**src/rtl/seq_detect_ctrl_pkg.sv**
```systemverilog
// Shared types and helpers for the programmable serial-pattern detector.
package seq_detect_ctrl_pkg;

    // Controller states: waiting for a legal config, detecting, holding on irq.
    typedef enum logic [1:0] {
        UNCFG = 2'd0,
        ARMED = 2'd1,
        HOLD  = 2'd2
    } state_e;

    // Widest mask the helper can produce; callers truncate to their MAX_LEN.
    localparam int MASK_W = 32;

    // Low-order mask with the bottom 'len' bits set (len >= MASK_W gives all ones).
    function automatic logic [MASK_W-1:0] len_mask(input int len);
        logic [MASK_W-1:0] m;
        m = '0;
        for (int i = 0; i < MASK_W; i++) begin
            if (i < len) begin
                m[i] = 1'b1;
            end
        end
        return m;
    endfunction

endpackage

```
**src/rtl/seq_history_matcher.sv**
```systemverilog
// Serial history shift register with a saturating fill counter and a masked
// comparator. 'match' is combinational and refers to the bit being shifted in
// this cycle, so the controller can register the result at the same edge.
module seq_history_matcher
    import seq_detect_ctrl_pkg::*;
#(
    parameter int MAX_LEN = 8,
    parameter int LEN_W   = $clog2(MAX_LEN + 1)
) (
    input  logic               clk,
    input  logic               rst,
    input  logic               clear,
    input  logic               shift_en,
    input  logic               bit_in,
    input  logic [MAX_LEN-1:0] pattern,
    input  logic [LEN_W-1:0]   len,
    output logic               match
);

    logic [MAX_LEN-1:0] history_q, history_d;
    logic [LEN_W-1:0]   fill_q, fill_d;
    logic [MAX_LEN-1:0] new_history;
    logic [MAX_LEN-1:0] mask;
    logic [LEN_W:0]     fill_next;
    logic               fill_ok;

    // Next history/fill and the match decision for the incoming bit.
    always_comb begin
        new_history = {history_q[MAX_LEN-2:0], bit_in};
        mask        = MAX_LEN'(len_mask(int'(len)));
        fill_next   = {1'b0, fill_q} + {{LEN_W{1'b0}}, 1'b1};
        // Do not match on reset-zero history before len real bits have arrived.
        fill_ok     = fill_next >= {1'b0, len};
        match       = shift_en && fill_ok && (((new_history ^ pattern) & mask) == '0);

        history_d = history_q;
        fill_d    = fill_q;
        if (clear) begin
            history_d = '0;
            fill_d    = '0;
        end else if (shift_en) begin
            history_d = new_history;
            if (fill_q < LEN_W'(MAX_LEN)) begin
                fill_d = fill_next[LEN_W-1:0];
            end
        end
    end

    // History and fill registers.
    always_ff @(posedge clk or posedge rst) begin
        if (rst) begin
            history_q <= '0;
            fill_q    <= '0;
        end else begin
            history_q <= history_d;
            fill_q    <= fill_d;
        end
    end

endmodule

```
**src/rtl/seq_detect_ctrl.sv**
```systemverilog
// Programmable serial-pattern detection controller: config handshake,
// overlapping match detection, match counting and a held threshold interrupt.
// Handshake: a config is taken on any cycle where cfg_valid && cfg_ready;
// cfg_ready is low only while ARMED with detection enabled.
module seq_detect_ctrl
    import seq_detect_ctrl_pkg::*;
#(
    parameter  int MAX_LEN = 8,
    parameter  int CNT_W   = 8,
    localparam int LEN_W   = $clog2(MAX_LEN + 1)
) (
    input  logic               clk,
    input  logic               rst,
    input  logic               cfg_valid,
    output logic               cfg_ready,
    input  logic [MAX_LEN-1:0] cfg_pattern,
    input  logic [LEN_W-1:0]   cfg_len,
    input  logic [CNT_W-1:0]   cfg_threshold,
    output logic               cfg_err,
    input  logic               en,
    input  logic               a_valid,
    input  logic               a,
    output logic               detected,
    output logic [CNT_W-1:0]   match_count,
    output logic               irq,
    input  logic               irq_ack,
    output logic               busy,
    output logic [1:0]         dbg_state
);

    state_e             state_q, state_d;
    logic [MAX_LEN-1:0] pattern_q, pattern_d;
    logic [LEN_W-1:0]   len_q, len_d;
    logic [CNT_W-1:0]   thr_q, thr_d;
    logic [CNT_W-1:0]   cnt_q, cnt_d;
    logic               irq_q, irq_d;
    logic               det_q, det_d;
    logic               err_q, err_d;

    logic               cfg_fire;
    logic               cfg_legal;
    logic               hold_ack;
    logic               shift_en;
    logic               hist_clear;
    logic               match;
    logic [CNT_W-1:0]   cnt_inc;

    assign cfg_ready   = (state_q != ARMED) || !en;
    assign busy        = (state_q == ARMED);
    assign detected    = det_q;
    assign match_count = cnt_q;
    assign irq         = irq_q;
    assign cfg_err     = err_q;
    assign dbg_state   = state_q;

    seq_history_matcher #(
        .MAX_LEN (MAX_LEN),
        .LEN_W   (LEN_W)
    ) u_matcher (
        .clk      (clk),
        .rst      (rst),
        .clear    (hist_clear),
        .shift_en (shift_en),
        .bit_in   (a),
        .pattern  (pattern_q),
        .len      (len_q),
        .match    (match)
    );

    // Control decisions: config wins over ack and stream bits in the same cycle.
    always_comb begin
        cfg_fire   = cfg_valid && cfg_ready;
        cfg_legal  = (cfg_len != '0) && (cfg_len <= LEN_W'(MAX_LEN)) && (cfg_threshold != '0);
        hold_ack   = (state_q == HOLD) && irq_ack && !cfg_fire;
        shift_en   = !cfg_fire && (state_q == ARMED) && a_valid && en;
        hist_clear = cfg_fire || hold_ack;
        cnt_inc    = cnt_q + CNT_W'(1);

        state_d   = state_q;
        pattern_d = pattern_q;
        len_d     = len_q;
        thr_d     = thr_q;
        cnt_d     = cnt_q;
        irq_d     = irq_q;
        det_d     = 1'b0;
        err_d     = 1'b0;

        if (cfg_fire) begin
            pattern_d = cfg_pattern;
            len_d     = cfg_len;
            thr_d     = cfg_threshold;
            cnt_d     = '0;
            irq_d     = 1'b0;
            state_d   = cfg_legal ? ARMED : UNCFG;
            err_d     = !cfg_legal;
        end else if (shift_en && match) begin
            det_d = 1'b1;
            cnt_d = cnt_inc;
            // Reaching the threshold stops counting, so the counter never wraps.
            if (cnt_inc == thr_q) begin
                irq_d   = 1'b1;
                state_d = HOLD;
            end
        end else if (hold_ack) begin
            irq_d   = 1'b0;
            cnt_d   = '0;
            state_d = ARMED;
        end
    end

    // State, config, counter and registered outputs.
    always_ff @(posedge clk or posedge rst) begin
        if (rst) begin
            state_q   <= UNCFG;
            pattern_q <= '0;
            len_q     <= '0;
            thr_q     <= '0;
            cnt_q     <= '0;
            irq_q     <= 1'b0;
            det_q     <= 1'b0;
            err_q     <= 1'b0;
        end else begin
            state_q   <= state_d;
            pattern_q <= pattern_d;
            len_q     <= len_d;
            thr_q     <= thr_d;
            cnt_q     <= cnt_d;
            irq_q     <= irq_d;
            det_q     <= det_d;
            err_q     <= err_d;
        end
    end

endmodule

```
**config.mk**
```make
export PLATFORM = sky130hd
export DESIGN_NAME = seq_detect_ctrl
export DESIGN_NICKNAME = d
export VERILOG_FILES = /design/src/rtl/seq_detect_ctrl_pkg.sv /design/src/rtl/seq_history_matcher.sv /design/src/rtl/seq_detect_ctrl.sv
export SDC_FILE = /design/constraint.sdc
export NUM_CORES = 1
export LEC_CHECK = 0
export ABC_AREA = 1
export CAP_MARGIN = 0
export CORE_MARGIN = 2
export CORE_UTILIZATION = 30
export CTS_CLUSTER_SIZE = 24
export DETAILED_ROUTE_END_ITERATION = 16
export HOLD_SLACK_MARGIN = 0.1
export MAX_ROUTING_LAYER = met4
export SETUP_SLACK_MARGIN = 0.05
export SLEW_MARGIN = 20
export SYNTH_ARGS = -nofsm -noshare
export SYNTH_HDL_FRONTEND = slang
export SYNTH_SLANG_ARGS = --single-unit
```
**constraint.sdc**
```tcl
create_clock -name clk -period 2.4 [get_ports clk]
set_input_delay 0.36 -clock clk [delete_from_list [all_inputs] [get_ports clk]]
set_output_delay 0.36 -clock clk [all_outputs]
set_load 0.03 [all_outputs]
```
### Yosys cells after proc, flatten, opt, wreduce, memory -nomap -nowiden

Index checks and enable logic that the tools add are counted.

* bits in writable memories: 0
* word-level logic and storage cells: 82
* register bits after elaboration: 44
* output and inout bits: 15
* ROM bits: 0
* input port bits: 27
* memories kept: 0
* bits in latches: 0

* reductions and logical operators: 24
* divide/modulo/power cells: 0
* bitwise gates (word level): 2
* $add $sub $neg: 2
* multiplexer cells: 28
* multipliers: 0
* shift-type cells: 0
* equality and inequality tests: 5
* order comparisons: 11

Operators by type and width (count)
* 2-to-1 mux 8 bit: 3
* less-than comparator 3 x 4 -> 1 bit (first input constant): 4
* 2-to-1 mux 1 bit: 16
* 2-to-1 mux 7 bit: 2
* 2-to-1 mux 4 bit: 3
* logical AND 1 bit: 11
* adder 8 x 1 -> 8 bit (second input constant): 1
* bitwise AND 8 bit: 1
* equality test 8 bit: 1
* zero test 8 bit: 1
* less-than comparator 1 x 4 -> 1 bit (first input constant): 2
* less-than comparator 2 x 4 -> 1 bit (first input constant): 2
* 2-to-1 mux 2 bit: 4
* nonzero test 8 bit: 1
* XOR 8 bit: 1
* adder 4 x 1 -> 5 bit (second input constant): 1
* >= comparator 5 x 4 -> 1 bit: 1
* <= comparator 4 bit (second input constant): 1
* less-than comparator 4 bit (second input constant): 1
* AND reduction 2 bit: 2
* nonzero test 2 bit: 2
* nonzero test 4 bit: 1
* zero test 1 bit: 3
* inequality test 3 x 2 -> 1 bit (second input constant): 1
* 5 further kinds: 6

### Logic depth before layout (Yosys ltp)

Gate-level depths: netlist of run 1.

* depth after elaboration: 12
* mapped depth: 13

### Cells and area by module

A second synthesis of run 1 with hierarchy kept.

* cells, all modules: 307
* area, all modules: 2424.8 sq um

By module, submodules not included
* seq_detect_ctrl: cells each 180, times used 1, area an instance 1614.0 sq um, sequential area each 800.8 sq um
* seq_history_matcher: cells each 127, times used 1, area an instance 810.8 sq um, sequential area each 275.3 sq um

### Worst setup path before layout of run 1

No wires, ideal clock.

* kind: register to register
* start: register state_q[0] (netlist: dbg_state[0])
* end: register pattern_q[3]
* period minus slack after synthesis: 2002 ps
* library setup time: 125 ps
* data required time: 2275 ps
* buffers on the path: 1
* data arrival time: 1878 ps
* cell stages (with the launch flop): 7
* setup slack: 398 ps
* cell sequence: dfrtp_1 inv_1 nor2_2 nand2_4 nand2_2 buf_2 mux2_2

* longest elaborated chain between the ends: 3

RTL lines
* from (decl): line seq_detect_ctrl.sv:31 `state_e state_q, state_d;`
* from (signal assigned): line seq_detect_ctrl.sv:123 `state_q <= state_d;`
* inequality test 2 x 1 -> 1 bit: line seq_detect_ctrl.sv:48 `assign cfg_ready = (state_q != ARMED) || !en;`
* logical OR 1 bit: line seq_detect_ctrl.sv:48
* net cfg_ready: line seq_detect_ctrl.sv:15 `output logic cfg_ready,`
* logical AND 1 bit: line seq_detect_ctrl.sv:72 `cfg_fire = cfg_valid && cfg_ready;`
* to (signal assigned): line seq_detect_ctrl.sv:124 `pattern_q <= pattern_d;`
* to (decl): line seq_detect_ctrl.sv:32 `logic [MAX_LEN-1:0] pattern_q, pattern_d;`

The timed path passes the listed nets, and every way through them passes these cells.
A chain may end at the register's enable or synchronous reset.

### Worst setup path in the final report of run 1

* start: register u_matcher.fill_q[0]
* end: register state_q[0] (netlist: dbg_state[0])

* longest elaborated chain between the ends: 7

RTL lines
* from (decl): line seq_history_matcher.sv:21 `logic [LEN_W-1:0] fill_q, fill_d;`
* from (signal assigned): line seq_history_matcher.sv:56 `fill_q <= fill_d;`
* adder 4 x 1 -> 5 bit *: line seq_history_matcher.sv:31 `fill_next = {1'b0, fill_q} + {{LEN_W{1'b0}}, 1'b1};`
* >= comparator 5 x 4 -> 1 bit *: line seq_history_matcher.sv:33 `fill_ok = fill_next >= {1'b0, len};`
* logical AND 1 bit * (2 in a row): line seq_history_matcher.sv:34 `match = shift_en && fill_ok && (((new_history ^ pattern) & mask) == '0);`
* logical AND 1 bit *: line seq_detect_ctrl.sv:96 `end else if (shift_en && match) begin`
* inequality test 3 x 2 -> 1 bit (no source line), or another cell as far along
* AND reduction 2 bit (no source line) or 2-to-1 mux 2 bit (tied branches)

Mark *: on every way between the ends. The rest lies on a longest branch, timed or not.

==> results of run 1 <==
## per-stage QoR
step / instance area (µm²) / power (W)
floorplan: 2450 / 0.00123
global placement: 2990 / 0.00139
detailed placement: 2990 / 0.00140
CTS: 3090 / 0.00196
global route: 3110 / 0.00207
finish: 3110 / 0.00193
## report_power, final
| part | total (W) | internal, W | switching (W) |
|---|---|---|---|
| registers | 0.000864 | 0.000801 | 0.0000623 |
| logic | 0.000521 | 0.000223 | 0.000298 |
| clock network | 0.000547 | 0.000305 | 0.000242 |
| total | 0.00193 | 0.00133 | 0.000602 |
## state kept, by name (all words and copies together), names as in the netlist, 2 cells and up
name / count
match_count: 8
pattern_q: 8
thr_q: 8
u_matcher.history_q: 7
len_q: 4
u_matcher.fill_q: 4
dbg_state: 2
## tightest hold or removal path: stages
cell	delay, ns
clkdlybuf4s50_1	0.39
inv_1	0.05
buf_4	0.46
## layer usage
metal	up-vias	GRT usage, %	part of all wire, %
li1	1071	-	-
met1	999	17.2	44
met2	36	25.0	51
met3	7	2.79	3.8
met4	0	4.11	1.2
met5	-	-	0
## layout make-up
class | instances | area share, %
multi-input cells | 208 | 38.0
flip-flops and latches | 43 | 34.6
repair buffers | 46 | 14.4
inverters | 46 | 5.56
well taps | 102 | 4.11
clock buffers | 6 | 2.34
clock inverters | 1 | 0.967
## layout by cell type (no fill, tap or decap), drive strengths merged, types with 3 or more instances in the layout
master         instances
a21oi                 11
buf                    5
clkbuf                 6
clkdlybuf4s50         41
dfrtp                 43
ha                     6
inv                   46
mux2                   8
nand2                 74
nand3                 34
nor2                  30
o21ai                 15
o22ai                 10
xnor2                  3
xor2                   7
## cells by family (layout without fill, tap and decap cells)
| group | after synthesis | after routing | share of synthesized area, % |
|---|---|---|---|
| fa+ha+maj | 6 | 6 | 3.06 |
| flops | 43 | 43 | 43.9 |
| buf+inv | 50 | 99 | 7.92 |
| simple gates | 143 | 143 | 27.9 |
| mux | 8 | 8 | 3.68 |
| xor+xnor | 10 | 10 | 3.58 |
| compound gates | 41 | 41 | 9.96 |
## path summary, 6_finish.rpt
path                                startpoint                endpoint  slack (ns)  depth (start not counted)
setup / recovery           u_matcher.fill_q[0]            dbg_state[0]        0.30                         13
hold / removal                             rst  u_matcher.history_q[0]        0.51                          3
setup reg to reg           u_matcher.fill_q[0]            dbg_state[0]        0.30                         13
hold reg to reg                   pattern_q[5]            pattern_q[5]        0.53                          1
max in group asynchronous                  rst     u_matcher.fill_q[1]        1.52                          3
min in group clk                  pattern_q[5]            pattern_q[5]        0.53                          1
==> metrics.txt, run 1 <==
GRT Total Usage=14.5%; post-DP HPWL=between 4000 and 5000 µm; CTS resizes=0; Die W=between 90 and 100 µm; Final min period=~2.1 ns; first-pass GRT wire length=just under 10000 µm; Fmax=477 MHz; CP top delay family=simple AND/OR/NAND/NOR gates; ANT nets after route=0; Sink Count=43; largest net degree at the start of global routing=between 40 and 50; Startpoint Class=register; Worst path max stage delay=approximately 0.41 ns; Slew headroom=a little under two thirds; clock skew=0.00997 ns; Ys Warns=0; top post-synthesis cells by area=dfrtp_1, nand2_1, inv_1, nand3_1, mux2_2; Leak Pwr=around 1.4 nW; via count=between 2000 and 2500; crit-path cells=ha_1 > xor2_1 > ha_1 > nand2_1 > nor2_1 > nand2_1 > nand4_2 > nand2_1 > nor2_4 > nand2_2 > nand2_2 > nand2_1 > nand2_1; Hold Buf Count CTS=0; area occupied by multi-input gates=approximately 0.0012 mm²; initial antenna violation count=0; RSZ-0062 raised after global routing=no; CP dominant cell by count=nand2_1; Max rail drop VDD=~0.00033 V; Avg Inst Size Synth=about 8 µm²; first drt pass iteration count=4; Crit. End Element=register; setup bufs post-CTS=0; RePlAce Congestion=just under 0.9; top fanout value on the critical path=7; Syn Inst Count=around 300; Req. time, crit path=approximately 2.6 ns; Residual DRC=0; final hold viol count=0; initial DRC count=a little over 80; slowest cell on the critical path=dfrtp_1; Main synth FF type=dfrtp_1; max-cap violation count=0; Port Buf Inserts=a little over 40; Post-synth EDFFs=0; antenna cells=0; P&R area growth vs syn=26.8%; drt total wl=5670 µm; Syn Std Cell Area=around 0.0024 mm²; die area=around 0.0089 mm²; status=finished, final reports clean; worst path arrival time=approximately 2.3 ns; layout cells sized above 1=roughly 11%; Clock Tree Root=clkbuf_8; Final Util=39.8%; Seq. cell area=approximately 0.0011 mm²; Avg WL per Cell=approximately 13 µm; cell area power density=a little over 600 mW/mm²; synth cell count leaders=nand2_1, dfrtp_1, inv_1, nand3_1, nor2_1; fillers=just over 800; Clock H-tree levels=2; IO Pins=42; Yosys cell types=32; total gr overflow=0; Bufs and invs on worst path=0; Longest Clk Path Bufs=2; syn_nets=334; setup TNS=0 ns; Synth top area share=43.9%; Die H=roughly 94 µm; Fin Hold WS=a little over 0.5 ns; Setup WS pre-CTS=around 0.26 ns; most frequent cell after synthesis=nand2_1; clk slew on worst S/H paths=0.08 ns; WS Path Type=register to register; total core area=approximately 0.0078 mm²; number of buffers created by CTS=5; # setup viols final=0; flip-flop and latch count after synthesis=43; worst-margin pin slew=around 0.55 ns; Max Slew Vio Count=0; via/cell ratio=between 4 and 5; Initial Utilization=a little under a third; Final nets=between 300 and 400; CTS tree=built; part of the cycle the worst path needs=~87%; placed cell count=around 440; final setup margin=around 0.3 ns; # rows=32; fin cells=roughly 450; Yosys top cell by area=dfrtp_1; latest clock arrival within the worst-skew pair=between 0.2 and 0.3 ns; Post-synth ARST share=between 90% and 100%; Hold Path Class=input pin to async pin; Seq/Total Area, Yosys=between 40% and 50%; vias in the first global route=2209
(Power assumes the default switching activity.)
==> inputs of run 2 (changes only) <==
- SKIP_CTS_REPAIR_TIMING: not set -> 1
==> results of run 2 <==
No change in the layout: final DEF, timing and power equal those of run 1.
